**src/rtl/cpu_mem_pkg.sv**
```systemverilog
// Shared types and defaults for the I/D line-fill memory arbiter.
package cpu_mem_pkg;

    localparam int unsigned DFLT_LINE_WORDS = 8;
    localparam int unsigned DFLT_WORD_W     = 16;

    typedef enum logic [1:0] {
        IDLE   = 2'd0,
        WRITE  = 2'd1,
        I_FILL = 2'd2,
        D_FILL = 2'd3
    } arbState_e;

endpackage

```
**src/rtl/mem_arbiter_if.sv**
```systemverilog
// Requester/memory/fill signal bundle between the arbiter (master) and its environment (slave).
interface mem_arbiter_if
    import cpu_mem_pkg::*;
#(
    parameter int unsigned LINE_WORDS = DFLT_LINE_WORDS,
    parameter int unsigned WORD_W     = DFLT_WORD_W
);
    localparam int unsigned IW = $clog2(LINE_WORDS);

    logic              i_miss;
    logic [WORD_W-1:0] i_miss_addr;
    logic              d_miss;
    logic [WORD_W-1:0] d_miss_addr;
    logic              d_wr_req;
    logic [WORD_W-1:0] d_wr_addr;
    logic [WORD_W-1:0] d_wr_data;

    logic              mem_en;
    logic              mem_wr;
    logic [WORD_W-1:0] mem_addr;
    logic [WORD_W-1:0] mem_wdata;
    logic [WORD_W-1:0] mem_rdata;
    logic              mem_valid;

    logic [WORD_W-1:0] fill_data;
    logic              i_fill_we;
    logic              d_fill_we;
    logic [IW-1:0]     fill_idx;
    logic              i_fill_done;
    logic              d_fill_done;
    logic              d_wr_done;
    logic              busy;

    modport master (
        input  i_miss, i_miss_addr, d_miss, d_miss_addr,
        input  d_wr_req, d_wr_addr, d_wr_data,
        input  mem_rdata, mem_valid,
        output mem_en, mem_wr, mem_addr, mem_wdata,
        output fill_data, i_fill_we, d_fill_we, fill_idx,
        output i_fill_done, d_fill_done, d_wr_done, busy
    );

    modport slave (
        output i_miss, i_miss_addr, d_miss, d_miss_addr,
        output d_wr_req, d_wr_addr, d_wr_data,
        output mem_rdata, mem_valid,
        input  mem_en, mem_wr, mem_addr, mem_wdata,
        input  fill_data, i_fill_we, d_fill_we, fill_idx,
        input  i_fill_done, d_fill_done, d_wr_done, busy
    );

endinterface

```
**src/rtl/fill_counter.sv**
```systemverilog
// Word counter for line fills: steps on en, synchronous clear, flags the wrap step.
module fill_counter #(
    parameter int unsigned N = 8
) (
    input  logic                 clk,
    input  logic                 rst_n,
    input  logic                 en,
    input  logic                 clr,
    output logic [$clog2(N)-1:0] cnt,
    output logic                 wrap_c
);
    localparam int unsigned CW = $clog2(N);

    assign wrap_c = en && (cnt == CW'(N - 1));

    always_ff @(posedge clk or negedge rst_n) begin
        if (!rst_n) begin
            cnt <= '0;
        end else if (clr) begin
            cnt <= '0;
        end else if (en) begin
            cnt <= wrap_c ? '0 : CW'(cnt + CW'(1));
        end
    end

endmodule

```
**src/rtl/mem_arbiter.sv**
```systemverilog
// Arbitrates D-side write-through, D-line fills and I-line fills onto one pipelined memory port.
module mem_arbiter
    import cpu_mem_pkg::*;
#(
    parameter int unsigned LINE_WORDS = DFLT_LINE_WORDS,
    parameter int unsigned WORD_W     = DFLT_WORD_W
) (
    input  logic          clk,
    input  logic          rst_n,
    mem_arbiter_if.master bus
);
    localparam int unsigned IW = $clog2(LINE_WORDS);

    arbState_e         state, stateNext;
    logic [WORD_W-1:0] baseAddr, baseAddrNext;
    logic [WORD_W-1:0] wrData, wrDataNext;
    logic              issueDone, issueDoneNext;

    logic [IW-1:0]     issueIdx, retIdx;
    logic              issueEn, retEn, cntClr;
    logic              issueWrap, retWrap;

    fill_counter #(.N(LINE_WORDS)) u_issue_cnt (
        .clk    (clk),
        .rst_n  (rst_n),
        .en     (issueEn),
        .clr    (cntClr),
        .cnt    (issueIdx),
        .wrap_c (issueWrap)
    );

    fill_counter #(.N(LINE_WORDS)) u_ret_cnt (
        .clk    (clk),
        .rst_n  (rst_n),
        .en     (retEn),
        .clr    (cntClr),
        .cnt    (retIdx),
        .wrap_c (retWrap)
    );

    always_ff @(posedge clk or negedge rst_n) begin
        if (!rst_n) begin
            state     <= IDLE;
            baseAddr  <= '0;
            wrData    <= '0;
            issueDone <= 1'b0;
        end else begin
            state     <= stateNext;
            baseAddr  <= baseAddrNext;
            wrData    <= wrDataNext;
            issueDone <= issueDoneNext;
        end
    end

    // Next state and Moore/Mealy outputs; everything idles at zero unless an active state drives it.
    always_comb begin
        stateNext       = state;
        baseAddrNext    = baseAddr;
        wrDataNext      = wrData;
        issueDoneNext   = issueDone;
        issueEn         = 1'b0;
        retEn           = 1'b0;
        cntClr          = 1'b0;

        bus.mem_en      = 1'b0;
        bus.mem_wr      = 1'b0;
        bus.mem_addr    = '0;
        bus.mem_wdata   = '0;
        bus.fill_data   = '0;
        bus.i_fill_we   = 1'b0;
        bus.d_fill_we   = 1'b0;
        bus.fill_idx    = '0;
        bus.i_fill_done = 1'b0;
        bus.d_fill_done = 1'b0;
        bus.d_wr_done   = 1'b0;
        bus.busy        = (state != IDLE);

        case (state)
            IDLE: begin
                cntClr        = 1'b1;
                issueDoneNext = 1'b0;
                if (bus.d_wr_req) begin
                    stateNext    = WRITE;
                    baseAddrNext = bus.d_wr_addr;
                    wrDataNext   = bus.d_wr_data;
                end else if (bus.d_miss) begin
                    stateNext    = D_FILL;
                    baseAddrNext = bus.d_miss_addr;
                end else if (bus.i_miss) begin
                    stateNext    = I_FILL;
                    baseAddrNext = bus.i_miss_addr;
                end
            end

            WRITE: begin
                bus.mem_en    = 1'b1;
                bus.mem_wr    = 1'b1;
                bus.mem_addr  = baseAddr;
                bus.mem_wdata = wrData;
                bus.d_wr_done = 1'b1;
                stateNext     = IDLE;
            end

            I_FILL, D_FILL: begin
                // Issue side runs ahead of returns; it stops once the whole line is requested.
                if (!issueDone) begin
                    bus.mem_en   = 1'b1;
                    bus.mem_addr = {baseAddr[WORD_W-1:IW+1], issueIdx, 1'b0};
                    issueEn      = 1'b1;
                    if (issueWrap) begin
                        issueDoneNext = 1'b1;
                    end
                end
                if (bus.mem_valid) begin
                    retEn         = 1'b1;
                    bus.fill_data = bus.mem_rdata;
                    bus.fill_idx  = retIdx;
                    if (state == I_FILL) begin
                        bus.i_fill_we   = 1'b1;
                        bus.i_fill_done = retWrap;
                    end else begin
                        bus.d_fill_we   = 1'b1;
                        bus.d_fill_done = retWrap;
                    end
                    if (retWrap) begin
                        stateNext = IDLE;
                    end
                end
            end

            default: begin
                stateNext = IDLE;
            end
        endcase
    end

endmodule

```
**src/flat_wrapper.sv**
```systemverilog
// flat-port wrapper written by rule: the top's interface ports become plain ports
module mem_arbiter_flat import cpu_mem_pkg::*;
#(
    parameter int unsigned LINE_WORDS = DFLT_LINE_WORDS,
    parameter int unsigned WORD_W     = DFLT_WORD_W
)
  (clk, rst_n, bus_i_miss, bus_i_miss_addr, bus_d_miss, bus_d_miss_addr, bus_d_wr_req, bus_d_wr_addr, bus_d_wr_data, bus_mem_rdata, bus_mem_valid, bus_mem_en, bus_mem_wr, bus_mem_addr, bus_mem_wdata, bus_fill_data, bus_i_fill_we, bus_d_fill_we, bus_fill_idx, bus_i_fill_done, bus_d_fill_done, bus_d_wr_done, bus_busy);
  mem_arbiter_if #(.LINE_WORDS(LINE_WORDS), .WORD_W(WORD_W)) bus_i ();
  input  logic clk;
  input  logic rst_n;
  input wire logic [$bits(bus_i.i_miss)-1:0] bus_i_miss;
  input wire logic [$bits(bus_i.i_miss_addr)-1:0] bus_i_miss_addr;
  input wire logic [$bits(bus_i.d_miss)-1:0] bus_d_miss;
  input wire logic [$bits(bus_i.d_miss_addr)-1:0] bus_d_miss_addr;
  input wire logic [$bits(bus_i.d_wr_req)-1:0] bus_d_wr_req;
  input wire logic [$bits(bus_i.d_wr_addr)-1:0] bus_d_wr_addr;
  input wire logic [$bits(bus_i.d_wr_data)-1:0] bus_d_wr_data;
  input wire logic [$bits(bus_i.mem_rdata)-1:0] bus_mem_rdata;
  input wire logic [$bits(bus_i.mem_valid)-1:0] bus_mem_valid;
  output wire logic [$bits(bus_i.mem_en)-1:0] bus_mem_en;
  output wire logic [$bits(bus_i.mem_wr)-1:0] bus_mem_wr;
  output wire logic [$bits(bus_i.mem_addr)-1:0] bus_mem_addr;
  output wire logic [$bits(bus_i.mem_wdata)-1:0] bus_mem_wdata;
  output wire logic [$bits(bus_i.fill_data)-1:0] bus_fill_data;
  output wire logic [$bits(bus_i.i_fill_we)-1:0] bus_i_fill_we;
  output wire logic [$bits(bus_i.d_fill_we)-1:0] bus_d_fill_we;
  output wire logic [$bits(bus_i.fill_idx)-1:0] bus_fill_idx;
  output wire logic [$bits(bus_i.i_fill_done)-1:0] bus_i_fill_done;
  output wire logic [$bits(bus_i.d_fill_done)-1:0] bus_d_fill_done;
  output wire logic [$bits(bus_i.d_wr_done)-1:0] bus_d_wr_done;
  output wire logic [$bits(bus_i.busy)-1:0] bus_busy;
  assign bus_i.i_miss = bus_i_miss;
  assign bus_i.i_miss_addr = bus_i_miss_addr;
  assign bus_i.d_miss = bus_d_miss;
  assign bus_i.d_miss_addr = bus_d_miss_addr;
  assign bus_i.d_wr_req = bus_d_wr_req;
  assign bus_i.d_wr_addr = bus_d_wr_addr;
  assign bus_i.d_wr_data = bus_d_wr_data;
  assign bus_i.mem_rdata = bus_mem_rdata;
  assign bus_i.mem_valid = bus_mem_valid;
  assign bus_mem_en = bus_i.mem_en;
  assign bus_mem_wr = bus_i.mem_wr;
  assign bus_mem_addr = bus_i.mem_addr;
  assign bus_mem_wdata = bus_i.mem_wdata;
  assign bus_fill_data = bus_i.fill_data;
  assign bus_i_fill_we = bus_i.i_fill_we;
  assign bus_d_fill_we = bus_i.d_fill_we;
  assign bus_fill_idx = bus_i.fill_idx;
  assign bus_i_fill_done = bus_i.i_fill_done;
  assign bus_d_fill_done = bus_i.d_fill_done;
  assign bus_d_wr_done = bus_i.d_wr_done;
  assign bus_busy = bus_i.busy;
  mem_arbiter #(.LINE_WORDS(LINE_WORDS), .WORD_W(WORD_W)) u_core (.clk(clk), .rst_n(rst_n), .bus(bus_i));
endmodule
```
**config.mk**
```make
export PLATFORM = sky130hd
export DESIGN_NAME = mem_arbiter_flat
export DESIGN_NICKNAME = d
export VERILOG_FILES = /design/src/rtl/cpu_mem_pkg.sv /design/src/rtl/mem_arbiter_if.sv /design/src/rtl/fill_counter.sv /design/src/rtl/mem_arbiter.sv /design/src/flat_wrapper.sv
export SDC_FILE = /design/constraint.sdc
export NUM_CORES = 1
export LEC_CHECK = 0
export CORE_MARGIN = 2
export CORE_UTILIZATION = 41
export DETAILED_ROUTE_END_ITERATION = 10
export PLACE_DENSITY = 0.92
export SYNTH_ARGS = -nofsm -noshare
export SYNTH_HDL_FRONTEND = slang
export SYNTH_SLANG_ARGS = --single-unit
```
**constraint.sdc**
```tcl
create_clock -name clk -period 4.05 [get_ports clk]
set_input_delay 0.6075 -clock clk [delete_from_list [all_inputs] [get_ports clk]]
set_output_delay 0.6075 -clock clk [all_outputs]
set_load 0.02 [all_outputs]
```
==> key figures <==
Placed design
  – Routability Congestion: 0.754
  – Port Buffers: 144
  – DP HPWL: 5080 um
  – Place WS: 0.951 ns
  – Cells after DPL: 434
  – Placed cell areas: 0.00390 mm2

Power and ir drop
  – Peak VDD IR: 0.327 mV
  – Leakage: 1.73 nW
  – PD cells: 573 mW/mm2
  – Overall power: 2.28 mW

CTS
  – H-tree depth: 2
  – Deepest clock path buffer count: 2
  – Post-CTS setup buffers: 0
  – Worst skew pair latency: 0.29 ns
  – Post-CTS sizing: 0
  – CTS tree: built
  – Clk slew on worst S/H paths: 0.08 ns
  – Clock sink count: 41
  – Clock Tree Root: clkbuf_8
  – TritonCTS Buffers: 5
  – Hold Buf Count CTS: 0

Timing
  – Fmax: 294 MHz
  – Max Slew Vio Count: 0
  – Clock Skew: 0.00583 ns
  – Final setup margin: 0.649 ns
  – Fin. Hold Viols: 0
  – Min Clock Period, post-route: 3.40 ns
  – Final setup vio count: 0
  – Hold WS: 0.433 ns
  – Setup TNS: 0 ns
  – Worst Tran Pin Value: 0.905 ns
  – Slew headroom: 0.397
  – Final period utilization: 0.840
  – Unrepaired setup endpoints after global routing: no

GRT
  – Initial antenna violation count: 0
  – First-pass GRT wire length: 10400 um
  – GRT Overall Usage: 0.203
  – Largest net degree at the start of global routing: 42
  – GRT overflow: 0
  – Vias in the first global route: 2234

Synthesis
  – Post-Syn Nets: 321
  – Synth area leaders: dfrtp_1, mux2_2, and2_1
  – Syn Inst Count: 231
  – Post-synth cell types: 28
  – Share of the synthesized area in the top cell type: 0.417
  – Sequential area share after synthesis: 0.417
  – Avg Cell Area, Syn: 10.7 um2
  – Yosys warns: 0
  – Biggest area consumer among synthesized cells: dfrtp_1
  – Number of synthesized register bits: 41
  – Synthesized area: 0.00246 mm2

Route
  – Avg WL per Cell: 15.0 um
  – Initial DRC Count: 84
  – Remaining antenna violation count: 0
  – First-pass detailed-route iteration total: 4
  – Vias: 2243
  – Total wire length: 6620 um
  – Via density: 5.07
  – DRC viols: 0

Layout
  – Area growth syn-to-layout: 61.7%
  – Share of cells above drive strength 1: 0.128
  – Commonest non-fill, non-tap cells in the layout: clkdlybuf4s50_1, dfrtp_1, o21ai_0
  – Final nets: 456
  – Antenna fix cells: 0
  – Core Util, Final: 0.681
  – Commonest non-fill, non-tap cell in the layout: clkdlybuf4s50_1
  – Post-Layout Cell Count: 442
  – Design area: 0.00398 mm2
  – # fillers: 476

Critical path
  – Top cell family by delay on the critical path: flip-flops
  – Buf/Inv on CP: 1
  – CP endpoint kind: output pin
  – CP Cell Sequence: nor2_2, a21oi_1, and2_1, clkdlybuf4s50_1
  – Reg2reg setup slack: 2.19 ns
  – CP peak stage delay: 0.84 ns
  – CP Data Arrival Time: 2.79 ns
  – Crit path kind: register to output pin
  – Worst setup SP type: register
  – Critical path required time: 3.44 ns
  – Critical path peak fanout: 32
  – Worst path slowest cell: dfrtp_1

Die
  – Initial core utilization: 0.421
  – Die X: 81.5 um
  – Rows: 28
  – Chip height: 81.5 um
  – IO Pins: 145
  – DIE AREA: 0.00664 mm2
  – Core footprint: 0.00585 mm2

Run status
  – Status: finished clean

Run
  – Max-cap viol count: 0

Worst hold path
  – Hold crit path type: input pin to asynchronous set/reset pin
[worst reg2reg max path, cell delays in order (launching register included)]
cell and delay, ns:
dfrtp_1 0.67, nor2_2 0.33, and2_4 0.37, mux2_2 0.38
[Yosys cell counts]
master     n
nand3_1    1
inv_1      2
and2_1    31
nand2b_1   1
a32o_1     1
buf_2      3
o21ai_0   34
clkbuf_1  10
clkbuf_2   1
a21oi_1    2
a21o_1     2
buf_4      2
buf_12     1
a22o_1     8
nand2_1    4
nor2b_1    2
mux2_2    23
ha_1       4
dfrtp_1   41
buf_6      2
mux2_4    10
and3_1    20
and2_4     1
mux2i_1   16
nor3_1     3
nor3_4     1
nor2_2     1
nor2_1     4
[final timing paths]
path,startpoint,endpoint,cells past startpoint
max in group asynchronous,rst_n,u_core.baseAddr[11]$_DFFE_PN0P_,1
hold reg to reg,u_core.baseAddr[6]$_DFFE_PN0P_,u_core.baseAddr[6]$_DFFE_PN0P_,2
hold / removal,rst_n,u_core.u_ret_cnt.cnt[0]$_DFFE_PN0P_,1
setup / recovery,u_core.state[1]$_DFFE_PN0P_,bus_mem_addr[6],4
setup reg to reg,u_core.state[1]$_DFFE_PN0P_,u_core.wrData[13]$_DFFE_PN0P_,3
min in group clk,u_core.baseAddr[6]$_DFFE_PN0P_,u_core.baseAddr[6]$_DFFE_PN0P_,2
[cells by family after synthesis]
family | share of synthesized area
simple gates | 0.170
mux | 0.231
compound gates | 0.112
flops | 0.417
buf+inv | 0.0498
fa+ha+maj | 0.0203
[final cells by class]
| class | count | area (um2) | share of cell area |
|---|---|---|---|
| Clock inverter | 2 | 10.0 | 0.00251 |
| Inverter | 2 | 7.51 | 0.00189 |
| Sequential cell | 41 | 1030 | 0.258 |
| Clock buffer | 6 | 72.6 | 0.0182 |
| Multi-Input combinational cell | 169 | 1310 | 0.330 |
| Tap cell | 75 | 93.8 | 0.0236 |
| Timing Repair Buffer | 147 | 1460 | 0.366 |
[sequential cells by signal, summed over array words and instances (netlist names)]
register / cells
u_core.issueDone: 1
u_core.state: 2
u_core.wrData: 16
u_core.u_ret_cnt.cnt: 3
u_core.u_issue_cnt.cnt: 3
u_core.baseAddr: 16
[metal layers]
metal	part of all wire	global-route usage
met1	0.37	0.227
met2	0.55	0.381
met3	0.077	0.0505
met4	0.0091	0.0559
met5	0	0
[report_power, final]
group          internal [mW]  leakage, nW  switching, mW
registers              0.611        0.500          0.153
clock network          0.120       0.0450          0.140
logic                  0.686         1.18          0.572
Note: power is estimated with default switching activity, not from simulation.
